### src/rtl/keypad_scan_fifo.sv
// keypad_scan_fifo
//   Scans a ROWS x COLS switch matrix one column at a time, debounces every
//   key independently and queues press (and optionally release) events in a
//   first-word fall-through FIFO.
//
// Ports
//   clk        : sole clock
//   rst        : asynchronous active-low reset
//   col        : one-hot, active-high column drive (COLS bits)
//   fila       : asynchronous, active-high row returns (ROWS bits, 1 = pressed)
//   key_valid  : FIFO non-empty
//   key_ready  : consumer pops the head when key_valid is also high
//   key_code   : FIFO head, {release_flag, row*COLS+col}
//   fifo_count : current FIFO occupancy
//   overflow   : sticky, set when an event is dropped on a full FIFO
//   ovf_clr    : synchronous clear of overflow (a same-cycle drop wins)
module keypad_scan_fifo #(
  parameter int unsigned ROWS           = 4,
  parameter int unsigned COLS           = 4,
  parameter int unsigned SETTLE_CYC     = 1000,
  parameter int unsigned DEB_SCANS      = 4,
  parameter int unsigned DEPTH          = 8,
  parameter int unsigned REPORT_RELEASE = 0,
  parameter int unsigned CODE_W         = $clog2(ROWS * COLS),
  parameter int unsigned CNT_W          = $clog2(DEPTH) + 1
) (
  input  logic              clk,
  input  logic              rst,
  output logic [COLS-1:0]   col,
  input  logic [ROWS-1:0]   fila,
  output logic              key_valid,
  input  logic              key_ready,
  output logic [CODE_W:0]   key_code,
  output logic [CNT_W-1:0]  fifo_count,
  output logic              overflow,
  input  logic              ovf_clr
);

  localparam int unsigned NKEYS   = ROWS * COLS;
  localparam int unsigned RIDX_W  = $clog2(ROWS);
  localparam int unsigned CIDX_W  = $clog2(COLS);
  localparam int unsigned DWELL_W = $clog2(SETTLE_CYC);
  localparam int unsigned DEB_W   = (DEB_SCANS > 1) ? $clog2(DEB_SCANS) : 1;
  localparam int unsigned PTR_W   = $clog2(DEPTH);

  localparam logic [1:0] ST_DRIVE  = 2'd0;
  localparam logic [1:0] ST_SAMPLE = 2'd1;
  localparam logic [1:0] ST_UPDATE = 2'd2;

  localparam logic [DWELL_W-1:0] DWELL_LAST = DWELL_W'(SETTLE_CYC - 1);
  localparam logic [RIDX_W-1:0]  ROW_LAST   = RIDX_W'(ROWS - 1);
  localparam logic [CIDX_W-1:0]  COL_LAST   = CIDX_W'(COLS - 1);
  localparam logic [DEB_W-1:0]   DEB_LAST   = DEB_W'(DEB_SCANS - 1);
  localparam logic [CNT_W-1:0]   FULL_CNT   = CNT_W'(DEPTH);

  // Row synchroniser
  logic [ROWS-1:0] fila_s1_q, fila_s2_q;

  // Scan sequencer
  logic [1:0]         state_q, state_d;
  logic [DWELL_W-1:0] dwell_q, dwell_d;
  logic [RIDX_W-1:0]  row_idx_q, row_idx_d;
  logic [CIDX_W-1:0]  col_idx_q, col_idx_d;
  logic [COLS-1:0]    col_q, col_d;
  logic [ROWS-1:0]    row_snap_q, row_snap_d;

  // Per-key debounce state
  logic [NKEYS-1:0]            stable_q, stable_d;
  logic [NKEYS-1:0][DEB_W-1:0] cnt_q, cnt_d;

  // Event FIFO
  logic [CODE_W:0]    mem_q [DEPTH];
  logic [PTR_W-1:0]   wr_ptr_q, wr_ptr_d;
  logic [PTR_W-1:0]   rd_ptr_q, rd_ptr_d;
  logic [CNT_W-1:0]   fifo_count_q, fifo_count_d;
  logic               overflow_q, overflow_d;

  logic [CODE_W-1:0]  key_idx;
  logic               sample_bit;
  logic               push_req;
  logic [CODE_W:0]    push_code;
  logic               fifo_empty, fifo_full;
  logic               pop, push_ok, drop;

  // ---------------------------------------------------------------------
  // Scan sequencer: DRIVE (SETTLE_CYC) -> SAMPLE (1) -> UPDATE (ROWS)
  // ---------------------------------------------------------------------
  always_comb begin
    state_d    = state_q;
    dwell_d    = dwell_q;
    row_idx_d  = row_idx_q;
    col_idx_d  = col_idx_q;
    col_d      = col_q;
    row_snap_d = row_snap_q;
    case (state_q)
      ST_DRIVE: begin
        if (dwell_q == DWELL_LAST) begin
          dwell_d = '0;
          state_d = ST_SAMPLE;
        end else begin
          dwell_d = dwell_q + DWELL_W'(1);
        end
      end
      ST_SAMPLE: begin
        row_snap_d = fila_s2_q;
        row_idx_d  = '0;
        state_d    = ST_UPDATE;
      end
      ST_UPDATE: begin
        if (row_idx_q == ROW_LAST) begin
          row_idx_d = '0;
          state_d   = ST_DRIVE;
          col_d     = {col_q[COLS-2:0], col_q[COLS-1]};
          if (col_idx_q == COL_LAST) begin
            col_idx_d = '0;
          end else begin
            col_idx_d = col_idx_q + CIDX_W'(1);
          end
        end else begin
          row_idx_d = row_idx_q + RIDX_W'(1);
        end
      end
      default: begin
        state_d   = ST_DRIVE;
        dwell_d   = '0;
        row_idx_d = '0;
      end
    endcase
  end

  // ---------------------------------------------------------------------
  // Debounce: one key per UPDATE cycle
  // ---------------------------------------------------------------------
  always_comb begin
    key_idx    = CODE_W'(row_idx_q) * CODE_W'(COLS) + CODE_W'(col_idx_q);
    sample_bit = row_snap_q[row_idx_q];
    stable_d   = stable_q;
    cnt_d      = cnt_q;
    push_req   = 1'b0;
    push_code  = '0;
    if (state_q == ST_UPDATE) begin
      if (sample_bit == stable_q[key_idx]) begin
        cnt_d[key_idx] = '0;
      end else if (cnt_q[key_idx] != DEB_LAST) begin
        cnt_d[key_idx] = cnt_q[key_idx] + DEB_W'(1);
      end else begin
        stable_d[key_idx] = sample_bit;
        cnt_d[key_idx]    = '0;
        push_req          = sample_bit || (REPORT_RELEASE != 0);
        push_code         = {~sample_bit, key_idx};
      end
    end
  end

  // ---------------------------------------------------------------------
  // FIFO control
  // ---------------------------------------------------------------------
  always_comb begin
    fifo_empty = (fifo_count_q == '0);
    fifo_full  = (fifo_count_q == FULL_CNT);
    pop        = key_ready && !fifo_empty;
    // When full, a same-cycle pop frees the head slot, which is exactly
    // the slot the write pointer addresses, so the push can proceed.
    push_ok    = push_req && (!fifo_full || pop);
    drop       = push_req && fifo_full && !pop;

    wr_ptr_d     = push_ok ? wr_ptr_q + PTR_W'(1) : wr_ptr_q;
    rd_ptr_d     = pop ? rd_ptr_q + PTR_W'(1) : rd_ptr_q;
    fifo_count_d = fifo_count_q;
    if (push_ok && !pop) begin
      fifo_count_d = fifo_count_q + CNT_W'(1);
    end else if (pop && !push_ok) begin
      fifo_count_d = fifo_count_q - CNT_W'(1);
    end

    overflow_d = overflow_q;
    if (drop) begin
      overflow_d = 1'b1;
    end else if (ovf_clr) begin
      overflow_d = 1'b0;
    end
  end

  // ---------------------------------------------------------------------
  // State registers
  // ---------------------------------------------------------------------
  always_ff @(posedge clk or negedge rst) begin
    if (!rst) begin
      fila_s1_q    <= '0;
      fila_s2_q    <= '0;
      state_q      <= ST_DRIVE;
      dwell_q      <= '0;
      row_idx_q    <= '0;
      col_idx_q    <= '0;
      col_q        <= COLS'(1);
      row_snap_q   <= '0;
      stable_q     <= '0;
      cnt_q        <= '0;
      wr_ptr_q     <= '0;
      rd_ptr_q     <= '0;
      fifo_count_q <= '0;
      overflow_q   <= 1'b0;
    end else begin
      fila_s1_q    <= fila;
      fila_s2_q    <= fila_s1_q;
      state_q      <= state_d;
      dwell_q      <= dwell_d;
      row_idx_q    <= row_idx_d;
      col_idx_q    <= col_idx_d;
      col_q        <= col_d;
      row_snap_q   <= row_snap_d;
      stable_q     <= stable_d;
      cnt_q        <= cnt_d;
      wr_ptr_q     <= wr_ptr_d;
      rd_ptr_q     <= rd_ptr_d;
      fifo_count_q <= fifo_count_d;
      overflow_q   <= overflow_d;
    end
  end

  // Storage array carries no reset; its contents are only observed
  // through occupied slots.
  always_ff @(posedge clk) begin
    if (push_ok) begin
      mem_q[wr_ptr_q] <= push_code;
    end
  end

  assign col        = col_q;
  assign key_valid  = !fifo_empty;
  assign key_code   = mem_q[rd_ptr_q];
  assign fifo_count = fifo_count_q;
  assign overflow   = overflow_q;

endmodule

### config.mk
export PLATFORM = sky130hd
export DESIGN_NAME = keypad_scan_fifo
export DESIGN_NICKNAME = d
export VERILOG_FILES = /design/src/rtl/keypad_scan_fifo.sv
export SDC_FILE = /design/constraint.sdc
export NUM_CORES = 1
export LEC_CHECK = 0
export BUFFER_PORTS_ARGS = -buffer_cell sky130_fd_sc_hd__buf_2
export CAP_MARGIN = 30
export CORE_MARGIN = 2
export CORE_UTILIZATION = 55
export DETAILED_ROUTE_END_ITERATION = 6
export HOLD_SLACK_MARGIN = 0.12
export PLACE_DENSITY = 0.72
export SLEW_MARGIN = 20
export SYNTH_ARGS = -nofsm -noshare
export SYNTH_HDL_FRONTEND = slang
export SYNTH_SLANG_ARGS = --single-unit
### constraint.sdc
create_clock -name clk -period 11.4 [get_ports clk]
set_input_delay 2.85 -clock clk [delete_from_list [all_inputs] [get_ports clk]]
set_output_delay 2.85 -clock clk [all_outputs]
set_load 0.05 [all_outputs]
==> impl_metrics.json, run 1 <==
{
  "holdWs_ns": 0.348,
  "ys_types": 50,
  "leakage_nw": 2.99,
  "ant_nets": 0,
  "fin_ws_ns": 6.15,
  "ys_warn_count": 0,
  "firstDrtPassIters": 5,
  "seq_area_frac_synth_pct": 56.3,
  "syn_area_sq_um": 6180,
  "synth_edf_count": 40,
  "cts_buffer_depth": 2,
  "clock-root-buffer": "clkbuf_8",
  "gr-usage-all-layers_pct": 22.9,
  "hold_class": "reg2reg",
  "synth-seq-cells": 131,
  "dpl.hpwl_microns": 8150,
  "slew_violations": 0,
  "regToRegSetupSlack_ns": 7.09,
  "wl_met1_microns": 5360,
  "grt_overflow": 0,
  "vias": 3977,
  "clock_latency_ns": 0.53,
  "rows": 38,
  "fin_nets": 534,
  "final_cell_mix": "dfrtp_1 (90), nand2_1 (64), edfxtp_1 (40)",
  "antenna_found_initial": 0,
  "cts_tree": "built",
  "rsz0062_at_grt": "false",
  "cts_buffers": 17,
  "critPathCaptureType": "output port",
  "syn_nets": 518,
  "synth_area_per_cell_sq_um": 12.6,
  "core_sq_um": 10900,
  "critPathLaunchType": "register",
  "postCtsResizedCells": 0,
  "final_common_cell": "dfrtp_1",
  "critPathRequiredTime_ns": 8.55,
  "synth_area_leaders": "dfrtp_1 (36%), edfxtp_1 (19%), mux4_2 (8.4%)",
  "ir_drop_v": 0.0000939,
  "drive_above_1_share_pct": 21.8,
  "ys.flop_type": "dfrtp_1",
  "cts_setup_buffers": 0,
  "remaining_drc_errors": 0,
  "status": "complete, no violations",
  "ys_async_sr_fraction_pct": 69.5,
  "crit_fanout": 12,
  "min_period_over_period_pct": 46.0,
  "max_freq_mhz": 191,
  "power_mw": 1.03,
  "dr_wl_met3_microns": 472,
  "hold_viol": 0,
  "grt_pass1_vias": 4019,
  "synth.largest_area_cell": "dfrtp_1",
  "fp.dieArea_sq_um": 12100,
  "tightest_slew_ns": 0.961,
  "drt_iter0_drc": 276,
  "setup_viol": 0,
  "syn_to_final_growth_pct": 12.8,
  "grt_max_degree": 54,
  "relSlewSlack_pct": 35.8,
  "ios": 23,
  "maxCapViolations": 0,
  "grt_pass1_wl_microns": 20600,
  "final.setup_skew_ns": 0.00737,
  "place_ws_ns": 6.43,
  "fin_crit_ns": 5.25,
  "timing.setup.critical_path_class": "reg2out",
  "die_y_microns": 110,
  "dp_cells": 625,
  "h-tree-depth": 4,
  "synth_top_area_share_pct": 36.5,
  "routed_wl_microns": 12300,
  "fin_tns_setup_ns": 0,
  "cp.arrival_ns": 2.40,
  "power.density_nw_per_um2": 148,
  "ctsHoldBuffers": 0,
  "clk_transition_reported_paths_ns": 0.06,
  "die_w_microns": 110,
  "via_per_inst": 6.03,
  "layoutNonFillerInstCount": 659,
  "place_congestion": 0.778,
  "highest_layer": "met4",
  "clock-sinks": 131,
  "netlist_instances": 490,
  "fillers": 805,
  "initial_utilization_pct": 56.7,
  "wl_per_cell_microns": 18.7,
  "wl_met2_microns": 6330,
  "antenna_cells": 0,
  "port_buffers": 22
}
worst paths after layout:
| check | from | to | depth (start not counted) |
|---|---|---|---|
| setup / recovery | rd_ptr_q[0] | key_code[2] | 3 |
| hold / removal | fila_s1_q[0] | fila_s2_q[0] | 0 |
| setup reg to reg | col_idx_q[0] | fifo_count[3] | 14 |
| hold reg to reg | fila_s1_q[0] | fila_s2_q[0] | 0 |
| max in group asynchronous | rst | cnt_q[7] | 2 |
| min in group asynchronous | rst | fila_s1_q[1] | 1 |
layer usage:
| metal | vias to the layer above | track usage, % |
|---|---|---|
| li1 | 1859 | - |
| met1 | 2001 | 29.6 |
| met2 | 102 | 37.5 |
| met3 | 15 | 5.63 |
| met4 | 0 | 8.68 |
| met5 | - | 0 |
critical path, cell delays in order (launching register included):
cell	delay [ns]
dfrtp_1	0.80
mux4_2	0.58
mux2_2	0.28
buf_2	0.21
stage by stage:
step	instance area [sq um]	utilization [%]
floorplan	6180	-
global placement	6340	58.2
detailed placement	6340	58.2
CTS	6940	63.7
global route	6970	64.0
finish	6970	64.0
logic make-up after synthesis:
kind of cell               synth area share, %
muxes                                     13.6
and+or+nand+nor                           11.0
AOI/OAI and AO/OA                         10.1
buffers and inverters                     2.78
DFF                                       56.3
xor gates and xnor gates                  1.99
adders and majority gates                 4.17
flip-flops by register name (all words and copies together) (netlist names):
signal	cells
stable_q	16
fila_s1_q	4
dwell_q	10
fifo_count	4
wr_ptr_q	3
col	4
overflow	1
mem_q	40
fila_s2_q	4
cnt_q	32
row_idx_q	2
state_q	2
row_snap_q	4
rd_ptr_q	3
col_idx_q	2
power breakdown:
part / internal (mW) / switching, mW / total, mW / leakage, nW
clock: 0.334 / 0.205 / 0.539 / 0.292
combinational: 0.00123 / 0.00642 / 0.00765 / 0.994
sequential: 0.484 / 0.000363 / 0.484 / 1.70
total: 0.820 / 0.212 / 1.03 / 2.99
Yosys cell counts, types with 2 or more instances:
cell type  count
a21oi_1       17
o31ai_2        7
nand2b_1       3
clkbuf_1      14
dfrtp_1       90
buf_4          4
edfxtp_1      40
nor3b_1        5
nand3b_1       2
nand3_1       20
xor2_1         3
buf_6          2
and3_1        13
nor4_1         2
nand2_1       64
ha_1          19
inv_1          8
o21ai_1       10
buf_2          2
a21o_1         3
nor3_1         2
buf_1          7
o31ai_1       12
xnor2_1       11
nor2_1        12
mux2i_1        7
mux2_2        18
mux4_2        23
o21ai_0       31
a31oi_1       16
nor2b_1        4
area by class of cell:
type                            instances  area (sq um)  share of cell area [%]
Clock buffer                           23           509                    7.31
Clock inverter                          9          88.8                    1.27
Tap cell                              140           175                    2.51
Inverter                                8          30.0                   0.431
Timing Repair Buffer                   26           138                    1.98
Sequential cell                       131          3480                    49.9
Multi-Input combinational cell        322          2550                    36.6
Note: power is estimated with default switching activity, not from simulation.
==> run 2: changes to the inputs <==
--- a/config.mk
+++ b/config.mk
@@ -5,6 +5,7 @@
 export SDC_FILE = /design/constraint.sdc
 export NUM_CORES = 1
 export LEC_CHECK = 0
+export ABC_AREA = 1
 export BUFFER_PORTS_ARGS = -buffer_cell sky130_fd_sc_hd__buf_2
 export CAP_MARGIN = 30
 export CORE_MARGIN = 2
==> constraint.sdc (replaced) <==
create_clock -name clk -period 4.9 [get_ports clk]
set_input_delay 1.225 -clock clk [delete_from_list [all_inputs] [get_ports clk]]
set_output_delay 1.225 -clock clk [all_outputs]
set_load 0.05 [all_outputs]
==> impl_metrics.json, run 2 <==
{
  "grt_busiest_layer": "met2",
  "synth-seq-cells": 131,
  "grt_pass1_vias": 5568,
  "relSlewSlack_pct": 43.7,
  "layoutNonFillerInstCount": 1112,
  "h-tree-depth": 4,
  "remaining_drc_errors": 0,
  "ctsHoldBuffers": 0,
  "wl_per_cell_microns": 15.0,
  "switchingPower_mw": 0.971,
  "crit_fanout": 16,
  "synth_area_leaders": "dfrtp_1 (31%), edfxtp_1 (17%), nand2_1 (13%)",
  "clock-sinks": 131,
  "synth_top_cells_by_count": "nand2_1 (249), nor2_1 (105), nand3_1 (99), dfrtp_1 (90), inv_1 (88)",
  "final_common_cell": "nand2_1",
  "drt_iter0_drc": 538,
  "leakage_nw": 3.77,
  "use_met1_pct": 34.2,
  "antenna_cells": 0,
  "die_w_microns": 119,
  "power_frac_comb_pct": 20.0,
  "grt_pass1_wl_microns": 28000,
  "critPathLaunchType": "register",
  "synth_area_per_cell_sq_um": 7.86,
  "syn_to_final_growth_pct": 9.97,
  "dp_cells": 1080,
  "hold_class": "reg2reg",
  "synth_top_area_share_pct": 31.2,
  "reg2reg_from": "col_idx_q[1]",
  "p_clk_share_pct": 39.0,
  "netlist_instances": 918,
  "antenna_found_initial": 0,
  "cp-startpoint": "col_idx_q[1]",
  "seq_area_frac_synth_pct": 48.2,
  "rsz0062_at_grt": "false",
  "via_per_inst": 5.45,
  "swShare_pct": 32.5,
  "fin_nets": 955,
  "ys_types": 36,
  "syn_area_sq_um": 7220,
  "max_freq_mhz": 242,
  "power.density_nw_per_um2": 376,
  "ys_warn_count": 0,
  "vias": 6062,
  "initial_utilization_pct": 56.7,
  "grt_overflow": 0,
  "fin_tns_setup_ns": 0,
  "fin_ws_ns": 0.761,
  "cts_setup_buffers": 0,
  "final.setup_skew_ns": 0.00670,
  "clock-root-buffer": "clkbuf_16",
  "syn_nets": 946,
  "ant_nets": 0,
  "fp.dieArea_sq_um": 14100,
  "power_mw": 2.99,
  "place_congestion": 0.896,
  "critPathCaptureType": "register",
  "slew_violations": 0,
  "rows": 41,
  "regToRegSetupSlack_ns": 0.76,
  "regMostFlops": "mem_q",
  "clock_latency_ns": 0.42,
  "largest_reg_flops": 40,
  "use_met2_pct": 39.5,
  "synth.largest_area_cell": "dfrtp_1",
  "status": "complete, no violations",
  "routed_wl_microns": 16700,
  "cts_tree": "built",
  "hp-start": "fila_s1_q[0]",
  "cp.arrival_ns": 4.45,
  "core_sq_um": 12700,
  "tightest_slew_ns": 0.838,
  "ios": 23,
  "min_period_over_period_pct": 84.5,
  "post_dp_cell_area_sq_um": 7390,
  "critPathRequiredTime_ns": 5.21,
  "maxCapViolations": 0,
  "gr-usage-all-layers_pct": 25.0,
  "final_cell_mix": "nand2_1 (249), nor2_1 (105), nand3_1 (99)",
  "hold_viol": 0,
  "holdWs_ns": 0.346,
  "reg.largest.list": "mem_q x40, cnt_q x32, stable_q x16",
  "timing.setup.critical_path_class": "reg2reg",
  "fin_crit_ns": 4.14,
  "use_met3_pct": 4.83,
  "p_seq_share_pct": 40.9,
  "firstDrtPassIters": 5,
  "ir_drop_v": 0.000239,
  "postCtsResizedCells": 0,
  "cts_buffer_depth": 2,
  "port_buffers": 22,
  "ys.flop_type": "dfrtp_1",
  "setup_viol": 0,
  "post-route-util_pct": 62.4,
  "die_y_microns": 119,
  "synth_edf_count": 40,
  "yosysMostFrequentCell": "nand2_1",
  "cts_buffers": 17,
  "place_ws_ns": 0.847,
  "p_int_mw": 2.02,
  "clk_transition_reported_paths_ns": 0.06,
  "dpl.hpwl_microns": 11000,
  "ys_async_sr_fraction_pct": 69.5,
  "grt_max_degree": 64,
  "drive_above_1_share_pct": 8.51,
  "final_area_sq_um": 7940
}
-- run 2: routing by layer --
layer / share of wire, % / wire [microns]
met5: 0 / 0
met3: 5.6 / 925
met2: 47 / 7830
met4: 2.1 / 342
met1: 45 / 7560
-- run 2: layout make-up --
class	instances	area, sq um
inverter	92	345
tap	172	215
timing repair buffer	28	158
sequential	131	3480
clock inverter	10	75.1
multi-input combinational	657	3190
clock buffer	22	474
fill	1132	4790
-- run 2: worst paths after layout --
kind	cells past startpoint	end
max in group asynchronous	2	col[0]
worst min register to register	0	fila_s2_q[0]
worst min-delay path	0	fila_s2_q[0]
worst max register to register	20	fifo_count[3]
min in group asynchronous	1	dwell_q[9]
worst max-delay path	20	fifo_count[3]
-- run 2: cell families (layout without fill, tap and decap cells) --
kind of cell               count (synthesis)  count (layout)  share of synthesized area, %
DFF                                      131             131                          48.2
AOI/OAI and AO/OA                        142             142                          10.6
xor gates and xnor gates                   9               9                          1.09
and+or+nand+nor                          481             481                          28.2
adders and majority gates                 20              20                          3.57
muxes                                      5               5                         0.780
buffers and inverters                    130             152                          7.59
-- run 2: critical path, cell delays in order, from the launching register on --
cell	delay, ns
dfrtp_1	0.64
inv_1	0.39
a21oi_1	0.21
o21ai_0	0.10
nand3_1	0.09
nand3_2	0.17
nand2_1	0.45
ha_1	0.27
nand2_1	0.08
inv_1	0.13
nand3_1	0.13
inv_2	0.11
ha_1	0.19
inv_1	0.09
ha_1	0.28
a21o_1	0.18
a21oi_1	0.17
nor2_1	0.06
nor2_1	0.08
nand2_1	0.06
xor2_1	0.14
-- run 2: power by group through the flow --
stage	Clock (mW)	Sequential, mW	Combinational (mW)
3_5_place_dp	0	1.24	0.600
5_1_grt	1.23	1.23	0.657
6_report	1.16	1.22	0.599
2_1_floorplan	0	1.26	0.433
4_1_cts	1.18	1.22	0.602
3_3_place_gp	0	1.24	0.589
